$ cat src/rtl/bcd_updown_counter_n_if.sv
// Control and data bundle for the multi-digit BCD up/down counter.
// master drives en/load/up_down/d_in; slave returns count/tc/wrap/load_err.
interface bcd_updown_counter_n_if #(
    parameter int DIGITS = 4
);
    logic                  en;
    logic                  load;
    logic                  up_down;
    logic [4*DIGITS-1:0]   d_in;
    logic [4*DIGITS-1:0]   count;
    logic                  tc;
    logic                  wrap;
    logic                  load_err;

    modport master (
        output en, load, up_down, d_in,
        input  count, tc, wrap, load_err
    );

    modport slave (
        input  en, load, up_down, d_in,
        output count, tc, wrap, load_err
    );
endinterface

$ cat src/rtl/bcd_updown_counter_n.sv
// Parametrised DIGITS-decade BCD up/down counter with wrap/saturate mode.
// Ports: clk, rst (sync, active-high), bus (slave: en, load, up_down,
// d_in in; count, tc, wrap, load_err out).
module bcd_updown_counter_n #(
    parameter int DIGITS   = 4,
    parameter bit SATURATE = 1'b0
) (
    input  logic                  clk,
    input  logic                  rst,
    bcd_updown_counter_n_if.slave bus
);
    localparam int W = 4 * DIGITS;

    logic [W-1:0] cnt_q;
    logic         wrap_q;
    logic         lerr_q;

    logic [W-1:0] cnt_nxt;
    logic         carry;
    logic         at_end;
    logic         d_ok;
    logic [3:0]   dig;

    // Per-nibble ripple: each decade steps only while the lower decades
    // all sit at their rollover value (9 going up, 0 going down).
    always_comb begin
        cnt_nxt = cnt_q;
        carry   = 1'b1;
        dig     = 4'd0;
        for (int i = 0; i < DIGITS; i++) begin
            dig = cnt_q[4*i +: 4];
            if (carry) begin
                if (bus.up_down) begin
                    cnt_nxt[4*i +: 4] = (dig == 4'd9) ? 4'd0 : dig + 4'd1;
                    carry = (dig == 4'd9);
                end else begin
                    cnt_nxt[4*i +: 4] = (dig == 4'd0) ? 4'd9 : dig - 4'd1;
                    carry = (dig == 4'd0);
                end
            end
        end
        // Carry out of the top decade means the whole value is at the
        // end of range for the current direction.
        at_end = carry;
    end

    always_comb begin
        d_ok = 1'b1;
        for (int i = 0; i < DIGITS; i++) begin
            if (bus.d_in[4*i +: 4] > 4'd9) begin
                d_ok = 1'b0;
            end
        end
    end

    always_ff @(posedge clk) begin
        if (rst) begin
            cnt_q  <= '0;
            wrap_q <= 1'b0;
            lerr_q <= 1'b0;
        end else begin
            wrap_q <= 1'b0;
            lerr_q <= 1'b0;
            if (bus.load) begin
                if (d_ok) begin
                    cnt_q <= bus.d_in;
                end else begin
                    lerr_q <= 1'b1;
                end
            end else if (bus.en) begin
                if (!(at_end && SATURATE)) begin
                    cnt_q  <= cnt_nxt;
                    wrap_q <= at_end;
                end
            end
        end
    end

    assign bus.count    = cnt_q;
    assign bus.tc       = at_end;
    assign bus.wrap     = wrap_q;
    assign bus.load_err = lerr_q;
endmodule
$ cat src/flat_wrapper.sv
// flat-port wrapper written by rule: the top's interface ports become plain ports
module bcd_updown_counter_n_flat 
#(
    parameter int DIGITS   = 4,
    parameter bit SATURATE = 1'b0
)
  (clk, rst, bus_en, bus_load, bus_up_down, bus_d_in, bus_count, bus_tc, bus_wrap, bus_load_err);
  bcd_updown_counter_n_if #(.DIGITS(DIGITS)) bus_i ();
  input  logic clk;
  input  logic rst;
  input wire logic [$bits(bus_i.en)-1:0] bus_en;
  input wire logic [$bits(bus_i.load)-1:0] bus_load;
  input wire logic [$bits(bus_i.up_down)-1:0] bus_up_down;
  input wire logic [$bits(bus_i.d_in)-1:0] bus_d_in;
  output wire logic [$bits(bus_i.count)-1:0] bus_count;
  output wire logic [$bits(bus_i.tc)-1:0] bus_tc;
  output wire logic [$bits(bus_i.wrap)-1:0] bus_wrap;
  output wire logic [$bits(bus_i.load_err)-1:0] bus_load_err;
  assign bus_i.en = bus_en;
  assign bus_i.load = bus_load;
  assign bus_i.up_down = bus_up_down;
  assign bus_i.d_in = bus_d_in;
  assign bus_count = bus_i.count;
  assign bus_tc = bus_i.tc;
  assign bus_wrap = bus_i.wrap;
  assign bus_load_err = bus_i.load_err;
  bcd_updown_counter_n #(.DIGITS(DIGITS), .SATURATE(SATURATE)) u_core (.clk(clk), .rst(rst), .bus(bus_i));
endmodule
$ cat config.mk
export PLATFORM = sky130hd
export DESIGN_NAME = bcd_updown_counter_n_flat
export DESIGN_NICKNAME = d
export VERILOG_FILES = /design/src/rtl/bcd_updown_counter_n_if.sv /design/src/rtl/bcd_updown_counter_n.sv /design/src/flat_wrapper.sv
export SDC_FILE = /design/constraint.sdc
export NUM_CORES = 1
export LEC_CHECK = 0
export CELL_PAD_IN_SITES_DETAIL_PLACEMENT = 0
export CELL_PAD_IN_SITES_GLOBAL_PLACEMENT = 1
export CORE_ASPECT_RATIO = 0.8
export CORE_MARGIN = 2
export CORE_UTILIZATION = 35
export CTS_CLUSTER_SIZE = 12
export DETAILED_ROUTE_END_ITERATION = 16
export PLACE_DENSITY = 0.81
export SLEW_MARGIN = 10
export SYNTH_ARGS = -nofsm -noshare
export SYNTH_HDL_FRONTEND = slang
export SYNTH_SLANG_ARGS = --single-unit
$ cat constraint.sdc
create_clock -name clk -period 2.05 [get_ports clk]
set_input_delay 0.5125 -clock clk [delete_from_list [all_inputs] [get_ports clk]]
set_output_delay 0.5125 -clock clk [all_outputs]
set_load 0.02 [all_outputs]
# Word level (Yosys, flattened, before mapping)
# Cells that the tools add are included.
# W data, S select, Z words.
[word_totals]
register_bits = 18
in_bits = 21
out_inout_bits = 19
wordCells = 69
[classes]
n_addsub = 8
magnitude_cmp = 4
n_eq_ne = 5
n_mux = 30
n_bitwise = 2
n_reduce_logical = 14
[ops]
columns = ["operator", "n"]
rows = [
  ["$mux W4", 15],
  ["$mux W16", 3],
  ["$add A4 B1 Y4 const B", 4],
  ["$eq A4 B4 Y1 const B", 4],
  ["$gt A4 B4 Y1 const B", 4],
  ["$logic_not A4 Y1", 4],
  ["$sub A4 B1 Y4 const B", 4],
  ["$mux W1", 12],
  ["$reduce_and A3 Y1", 3],
  ["$reduce_bool A2 Y1", 4],
  ["$reduce_or A3 Y1", 1],
  ["$ne A2 B1 Y1 const B", 1],
  ["$not A1 Y1", 2],
  ["$reduce_and A2 Y1", 1],
  ["$reduce_or A2 Y1", 1],
]

# Longest topological paths before layout
# Gate-level depths: netlist of the first run.
[depth]
depth_word = 7
mapped_depth = 7

# Worst setup path after synthesis of the first run
# No wires, ideal clock.
[synth_timing]
path_kind = "reg-to-output"
start = "register u_core.cnt_q[15], in the netlist u_core.bus.count[15]"
end = "output bus_tc"
t_arrival_ns = 1.539
setup_slack_ns = -0.002
stages_incl_launch_ff = 6
cell_sequence = "dfxtp_1 clkbuf_1 or3_1 a211oi_1 nand2_1 nor3_2"
[synth_via]
elab_chain_cells = 3
word_cells_on_any_way = 4
classes_between = "1 x eq/ne; 2 x mux; 1 x reduce/logical"
[synth_lines]
columns = ["item", "line", "source"]
rows = [
  ["start, declared", "bcd_updown_counter_n.sv:14", "logic [W-1:0] cnt_q;"],
  ["start signal, assigned", "bcd_updown_counter_n.sv:66", "cnt_q <= bus.d_in;"],
  ["start signal, assigned", "bcd_updown_counter_n.sv:72", "cnt_q <= cnt_nxt;"],
  ["$eq A4 B4 Y1 / $logic_not A4 Y1 (equally long branches)", "bcd_updown_counter_n.sv:35, bcd_updown_counter_n.sv:38", ""],
  ["$mux W1 *", "bcd_updown_counter_n.sv:33", "if (bus.up_down) begin"],
  ["$mux W1 *", "bcd_updown_counter_n.sv:32", "if (carry) begin"],
  ["end, declared", "flat_wrapper.sv:16", "output wire logic [$bits(bus_i.tc)-1:0] bus_tc;"],
]
# Mark *: on every way between the ends. The rest lies on a longest branch, timed or not.

# Final worst setup path of the first run
[layout_timing]
start = "input bus_up_down"
end = "output bus_tc"
[layout_via]
elab_chain_cells = 4
word_cells_on_any_way = 7
classes_between = "7 x mux"
[layout_lines]
columns = ["item", "line", "source"]
rows = [
  ["start, declared", "flat_wrapper.sv:13", "input wire logic [$bits(bus_i.up_down)-1:0] bus_up_down;"],
  ["$mux W1", "bcd_updown_counter_n.sv:33", ""],
  ["$mux W1 (2 in series)", "bcd_updown_counter_n.sv:32", ""],
  ["$mux W1 *", "bcd_updown_counter_n.sv:32", ""],
]
# Marked as above.

==> qor.csv, run 1 <==
metric,value,unit
Antenna diodes,0,
Max-cap violations,0,
vias in the first global route,1670,
largest net degree at the start of global routing,26,
Sw Share,33.0,%
sw power,0.360,mW
WP data arrival,1.63,ns
fillcell total,412,
GRT Resource Usage Total,19.1,%
crit-path max FO,25,
failing checks,setup timing,
IO Pins,40,
"commonest non-fill, non-tap cells in the layout","buf_4 (46), clkdlybuf4s50_1 (35), o21ai_0 (18)",
Power Dens Cells,459,mW/mm²
Worst Skew,0.00426,ns
Worst path max stage delay,0.25,ns
Root Buffer,clkbuf_8,
Sink Count,18,
"CP delay by family, top",simple AND/OR/NAND/NOR gates,
Worst VDD drop,202,µV
Post-Syn Nets,236,
die area,0.00504,mm²
Final Hold Viols,0,
CTS Buf Count,3,
required time of the critical path,1.54,ns
Sequential Power Share,35.0,%
Final WS setup,-0.0905,ns
Worst Setup Path Type,input port to output pin,
DRT iter0 DRCs,100,
Worst-path clk slew,0.07,ns
register area share after synthesis,23.0,%
Crit. End Element,output pin,
CTS tree,built,
Clk network pwr share,22.9,%
Placement Rows,21,
Final Util,55.8,%
"most common cell after layout, fill and taps aside",buf_4,
RePlAce Congestion,0.863,
first-pass GRT wire length,7750,µm
CP max-delay cell,nor3_1,
Critical path buffers and inverters,3,
synth unique cells,54,
max_slew headroom,69.1,%
flip-flop and latch count after synthesis,18,
vias,1841,
post-layout min period,2.14,ns
IO buf count,39,
period utilization,104,%
Setup crit start kind,input port,
CP cell instances,"buf_8, buf_4, nor3_1, o21ai_0, nor3_4, buf_6",
total core area,0.00426,mm²
combinational power share,42.1,%
Final Max Slew Viols,0,
Cells after Synth,215,
mapped cell area,0.00157,mm²
later-pin clock latency in the skew report,0.26,ns
hold-fix buffers at CTS,0,
Bufs on Longest Clock Path,2,
syn avg cell area,7.30,µm²
Total Wirelength,4690,µm
H-tree levels,1,
DIE HEIGHT,63.9,µm
die extent in x,78.9,µm
initial core utilization,36.9,%
Total Nets Final,306,
endpoints failing setup,1,
initial antenna violation count,0,
Post-synth ARST share,0,%
DRT antenna net count,0,
DRC Markers,0,
fmax,467,MHz
status,"complete, but fails checks",
Finished Layout Cells,340,
number of flops mapped to enable cells by yosys,0,
"Primary FF master, synth",dfxtp_1,
fraction of layout cells with a size suffix above 1,25.1,%
Worst-Margin Slew,0.462,ns
YS warnings,0,
LEAKAGE,0.923,nW
unrepaired setup endpoints after global routing,true,
vias per inst,5.41,
P_int,0.731,mW
Hold Path Class,register to register,
DRT Pass-1 Iters,4,
Post-Place Cells,334,
DR WL/cell,13.8,µm
global route overflow,0,
post-DP HPWL,3410,µm
Syn-to-layout area delta,51.5,%
## worst paths after layout
check,start,end,slack (ns),depth (start not counted)
worst min register to register,u_core.bus.count[0],u_core.bus.count[0],0.65,2
worst min-delay path,u_core.bus.count[0],u_core.bus.count[0],0.65,2
worst max-delay path,bus_up_down,bus_tc,-0.09,6
worst max register to register,u_core.bus.count[8],u_core.bus.count[14],0.36,6
## routing by layer
| metal | vias up | part of all wire, % | GRT usage [%] |
|---|---|---|---|
| met3 | 8 | 5.1 | 3.67 |
| met1 | 841 | 48 | 25.7 |
| met2 | 50 | 46 | 31.7 |
| met4 | 0 | 1.2 | 4.31 |
| li1 | 942 | - | - |
| met5 | - | 0 | 0 |
## kinds of logic (layout without fill, tap and decap cells)
family	after synthesis	after routing	synth area share, %
and+or+nand+nor	78	78	26.6
muxes	1	1	0.638
AOI/OAI and AO/OA	83	83	37.2
xor gates and xnor gates	5	5	2.79
buffers and inverters	30	98	9.89
DFF	18	18	23.0
## synthesized netlist by cell type (all sizes together) (5+ instances only)
| cell type | count | share of area (%) |
|---|---|---|
| a211oi | 7 | 3.7 |
| a21oi | 6 | 1.9 |
| and3 | 5 | 2.0 |
| buf | 11 | 5.3 |
| clkbuf | 10 | 2.4 |
| dfxtp | 18 | 23 |
| inv | 9 | 2.2 |
| nand2 | 14 | 3.3 |
| nand3 | 8 | 2.6 |
| nor2 | 17 | 4.1 |
| nor2b | 5 | 2.0 |
| nor3 | 8 | 2.9 |
| o211ai | 6 | 2.9 |
| o21ai | 25 | 8.0 |
| o22ai | 8 | 3.6 |
## flip-flops by register name, summed over array words and instances, names as in the netlist
signal / cells
u_core.bus.count: 16
u_core.bus.load_err: 1
u_core.bus.wrap: 1
## worst reg2reg max path, cell delays in order (launching register included)
cell	delay, ns
dfxtp_1	0.31
or3_4	0.40
a211oi_4	0.27
buf_4	0.15
a21o_1	0.11
nand2_2	0.09
o31ai_2	0.26
## final cells by class
cell class / instances / area, µm² / share of cell area (%)
multi-input combinational: 167 / 1110 / 46.7
sequential: 18 / 362 / 15.2
clock buffer: 3 / 41.3 / 1.74
inverter: 9 / 33.8 / 1.42
timing repair buffer: 86 / 758 / 31.9
tap: 57 / 71.3 / 3.00
## through the flow
stage          instance area (µm²)  worst slack [ns]  hold WS [ns]  TNS (ns)  total power, mW
4_1_cts                       2330            -0.139         0.651    -0.139             1.08
2_1_floorplan                 1580            0.0473         0.630         0            0.634
3_3_place_gp                  2250             -1.02         0.637     -7.58            0.816
6_report                      2380           -0.0905         0.653   -0.0905             1.09
5_1_grt                       2380            -0.142         0.694    -0.142             1.15
3_5_place_dp                  2250             -1.04         0.647     -7.87            0.817
## power groups by stage
| stage | sequential (mW) | combinational (mW) | clock (mW) |
|---|---|---|---|
| 6_report | 0.382 | 0.459 | 0.250 |
| 4_1_cts | 0.381 | 0.446 | 0.254 |
| 2_1_floorplan | 0.414 | 0.220 | 0 |
| 3_3_place_gp | 0.388 | 0.428 | 0 |
| 5_1_grt | 0.384 | 0.497 | 0.270 |
| 3_5_place_dp | 0.388 | 0.429 | 0 |
## timing repair
item,in CTS,in global routing
endpoints found under the setup margin,17,15
resized for setup,18,15
pin swaps,5,11
buffers inserted,3,0
No activity file was read; power rests on OpenSTA's default activity.
==> inputs of run 2 (changes only) <==
Settings changed: SETUP_SLACK_MARGIN from default to 0.3.
Clock period 2.05 ns to 2.4 ns, I/O delays scaled along.
==> run 2 against run 1 <==
The run now ends clean. Non-clock buffer count is 8 lower. Wire length is 0.26% lower. Sequential power is 14% lower. Combinational power is 17% lower. Clock skew fell by 0.0019 ns. Final cell count down 2.1%. Register-to-register slack improved by 0.32 ns. Count of clock-buffer cells in the layout is 1 higher. Global-route usage shrank 0.71 points. Critical path type unchanged. Critical endpoint unchanged. Largest power group unchanged.
==> qor.csv, run 2 (same netlist as run 1, synthesis figures left out) <==
metric,value,unit
Hold Path Class,register to register,
crit-path max FO,4,
setup TNS,0,ns
largest net degree at the start of global routing,19,
R2R depth,6,
Crit. End Element,output pin,
total core area,0.00426,mm²
Worst Skew,0.00238,ns
initial core utilization,36.9,%
Bufs on Longest Clock Path,2,
DRT Pass-1 Iters,4,
Syn-to-layout area delta,48.5,%
post-layout min period,2.39,ns
Setup WS pre-CTS,-0.899,ns
LEAKAGE,0.906,nW
Final Max Slew Viols,0,
Worst Setup Path Type,input port to output pin,
Max-cap violations,0,
CP cell instances,"buf_8, or3_4, a211oi_4, nand2_2, nor3_4, buf_6",
RePlAce Congestion,0.810,
CTS Buf Count,3,
CTS tree,built,
DIE HEIGHT,63.9,µm
Worst path max stage delay,0.38,ns
wire length on met2,2090,µm
Clk network pwr share,26.1,%
fmax,418,MHz
max layer used,met4,
Sink Count,18,
vias in the first global route,1604,
Placement Rows,21,
H-tree levels,1,
max reg flops,16,
Sw Share,32.2,%
Worst-path clk slew,0.07,ns
combinational power share,39.7,%
DRT antenna net count,0,
DRT iter0 DRCs,96,
CP max-delay cell,or3_4,
Setup crit start kind,input port,
vias per inst,5.42,
die extent in x,78.9,µm
Worst-Margin Slew,0.421,ns
required time of the critical path,1.80,ns
later-pin clock latency in the skew report,0.26,ns
period utilization,99.7,%
hold-fix buffers at CTS,0,
status,completed,
Final Hold Viols,0,
WP data arrival,1.79,ns
first-pass GRT wire length,7510,µm
Total Nets Final,298,
Sequential Power Share,34.2,%
fillcell total,434,
DRC Markers,0,
endpoints failing setup,0,
Final WS setup,0.00773,ns
met3 WL post-DR,189,µm
fraction of layout cells with a size suffix above 1,22.1,%
"most common cell after layout, fill and taps aside",buf_4,
vias,1805,
"commonest non-fill, non-tap cells in the layout","buf_4 (38), clkdlybuf4s50_1 (35), dfxtp_1 (18)",
Worst VDD drop,175,µV
unrepaired setup endpoints after global routing,true,
Total Wirelength,4670,µm
IO buf count,39,
Antenna diodes,0,
IO Pins,40,
GRT Resource Usage Total,18.4,%
Root Buffer,clkbuf_8,
met1 wire length,2370,µm
P_int,0.648,mW
initial antenna violation count,0,
Power Dens Cells,411,mW/mm²
global route overflow,0,
DR WL/cell,14.0,µm
post-DP HPWL,3460,µm
sw power,0.308,mW
max_slew headroom,71.7,%
die area,0.00504,mm²
Hold Path Cell Cnt,2,
Final Util,54.7,%
## run 2: worst max-delay path, delay by kind of cell
kind / cells / cell delay, ns
AND/OR/NAND/NOR: 3 / 0.65
AO/OA/AOI/OAI: 1 / 0.30
buffers and inverters: 2 / 0.24
## run 2: layout make-up
cell class / count / area [µm²] / area share, %
well taps: 57 / 71.3 / 3.06
flip-flops and latches: 18 / 360 / 15.5
repair buffers: 78 / 707 / 30.3
multi-input cells: 167 / 1100 / 47.3
inverters: 9 / 33.8 / 1.45
clock buffers: 4 / 55.1 / 2.36
## run 2: final timing paths
| check | start | end | slack (ns) |
|---|---|---|---|
| hold / removal | u_core.bus.count[3] | u_core.bus.count[3] | 0.65 |
| setup / recovery | bus_up_down | bus_tc | 0.008 |
| hold reg to reg | u_core.bus.count[3] | u_core.bus.count[3] | 0.65 |
| setup reg to reg | u_core.bus.count[12] | u_core.bus.count[15] | 0.68 |
## run 2: what timing repair did
| action | 4_1_cts | 5_1_grt |
|---|---|---|
| resized for setup | 16 | 14 |
| buffers inserted | 1 | 2 |
| setup endpoints to repair | 17 | 16 |
| pin swaps | 6 | 11 |
## run 2: power by group through the flow
stage               combinational [mW]  sequential [mW]  clock, mW
global route                     0.411            0.329      0.277
detailed placement               0.358            0.333          0
CTS                              0.363            0.326      0.257
floorplan                        0.188            0.354          0
finish                           0.379            0.327      0.250
global placement                 0.357            0.333          0
## run 2: through the flow
step,power (mW),instance area [µm²],cells,hold WS [ns]
floorplan,0.542,1580,215,0.648
global placement,0.690,2200,326,0.626
detailed placement,0.691,2200,326,0.638
CTS,0.946,2270,331,0.648
global route,1.02,2330,333,0.684
finish,0.957,2330,333,0.651
## run 2: layer usage
metal  GRT usage [%]  up-vias
met3            2.97        2
met5               0        -
met1            26.1      835
met4            3.23        0
li1                -      930
met2            29.7       38
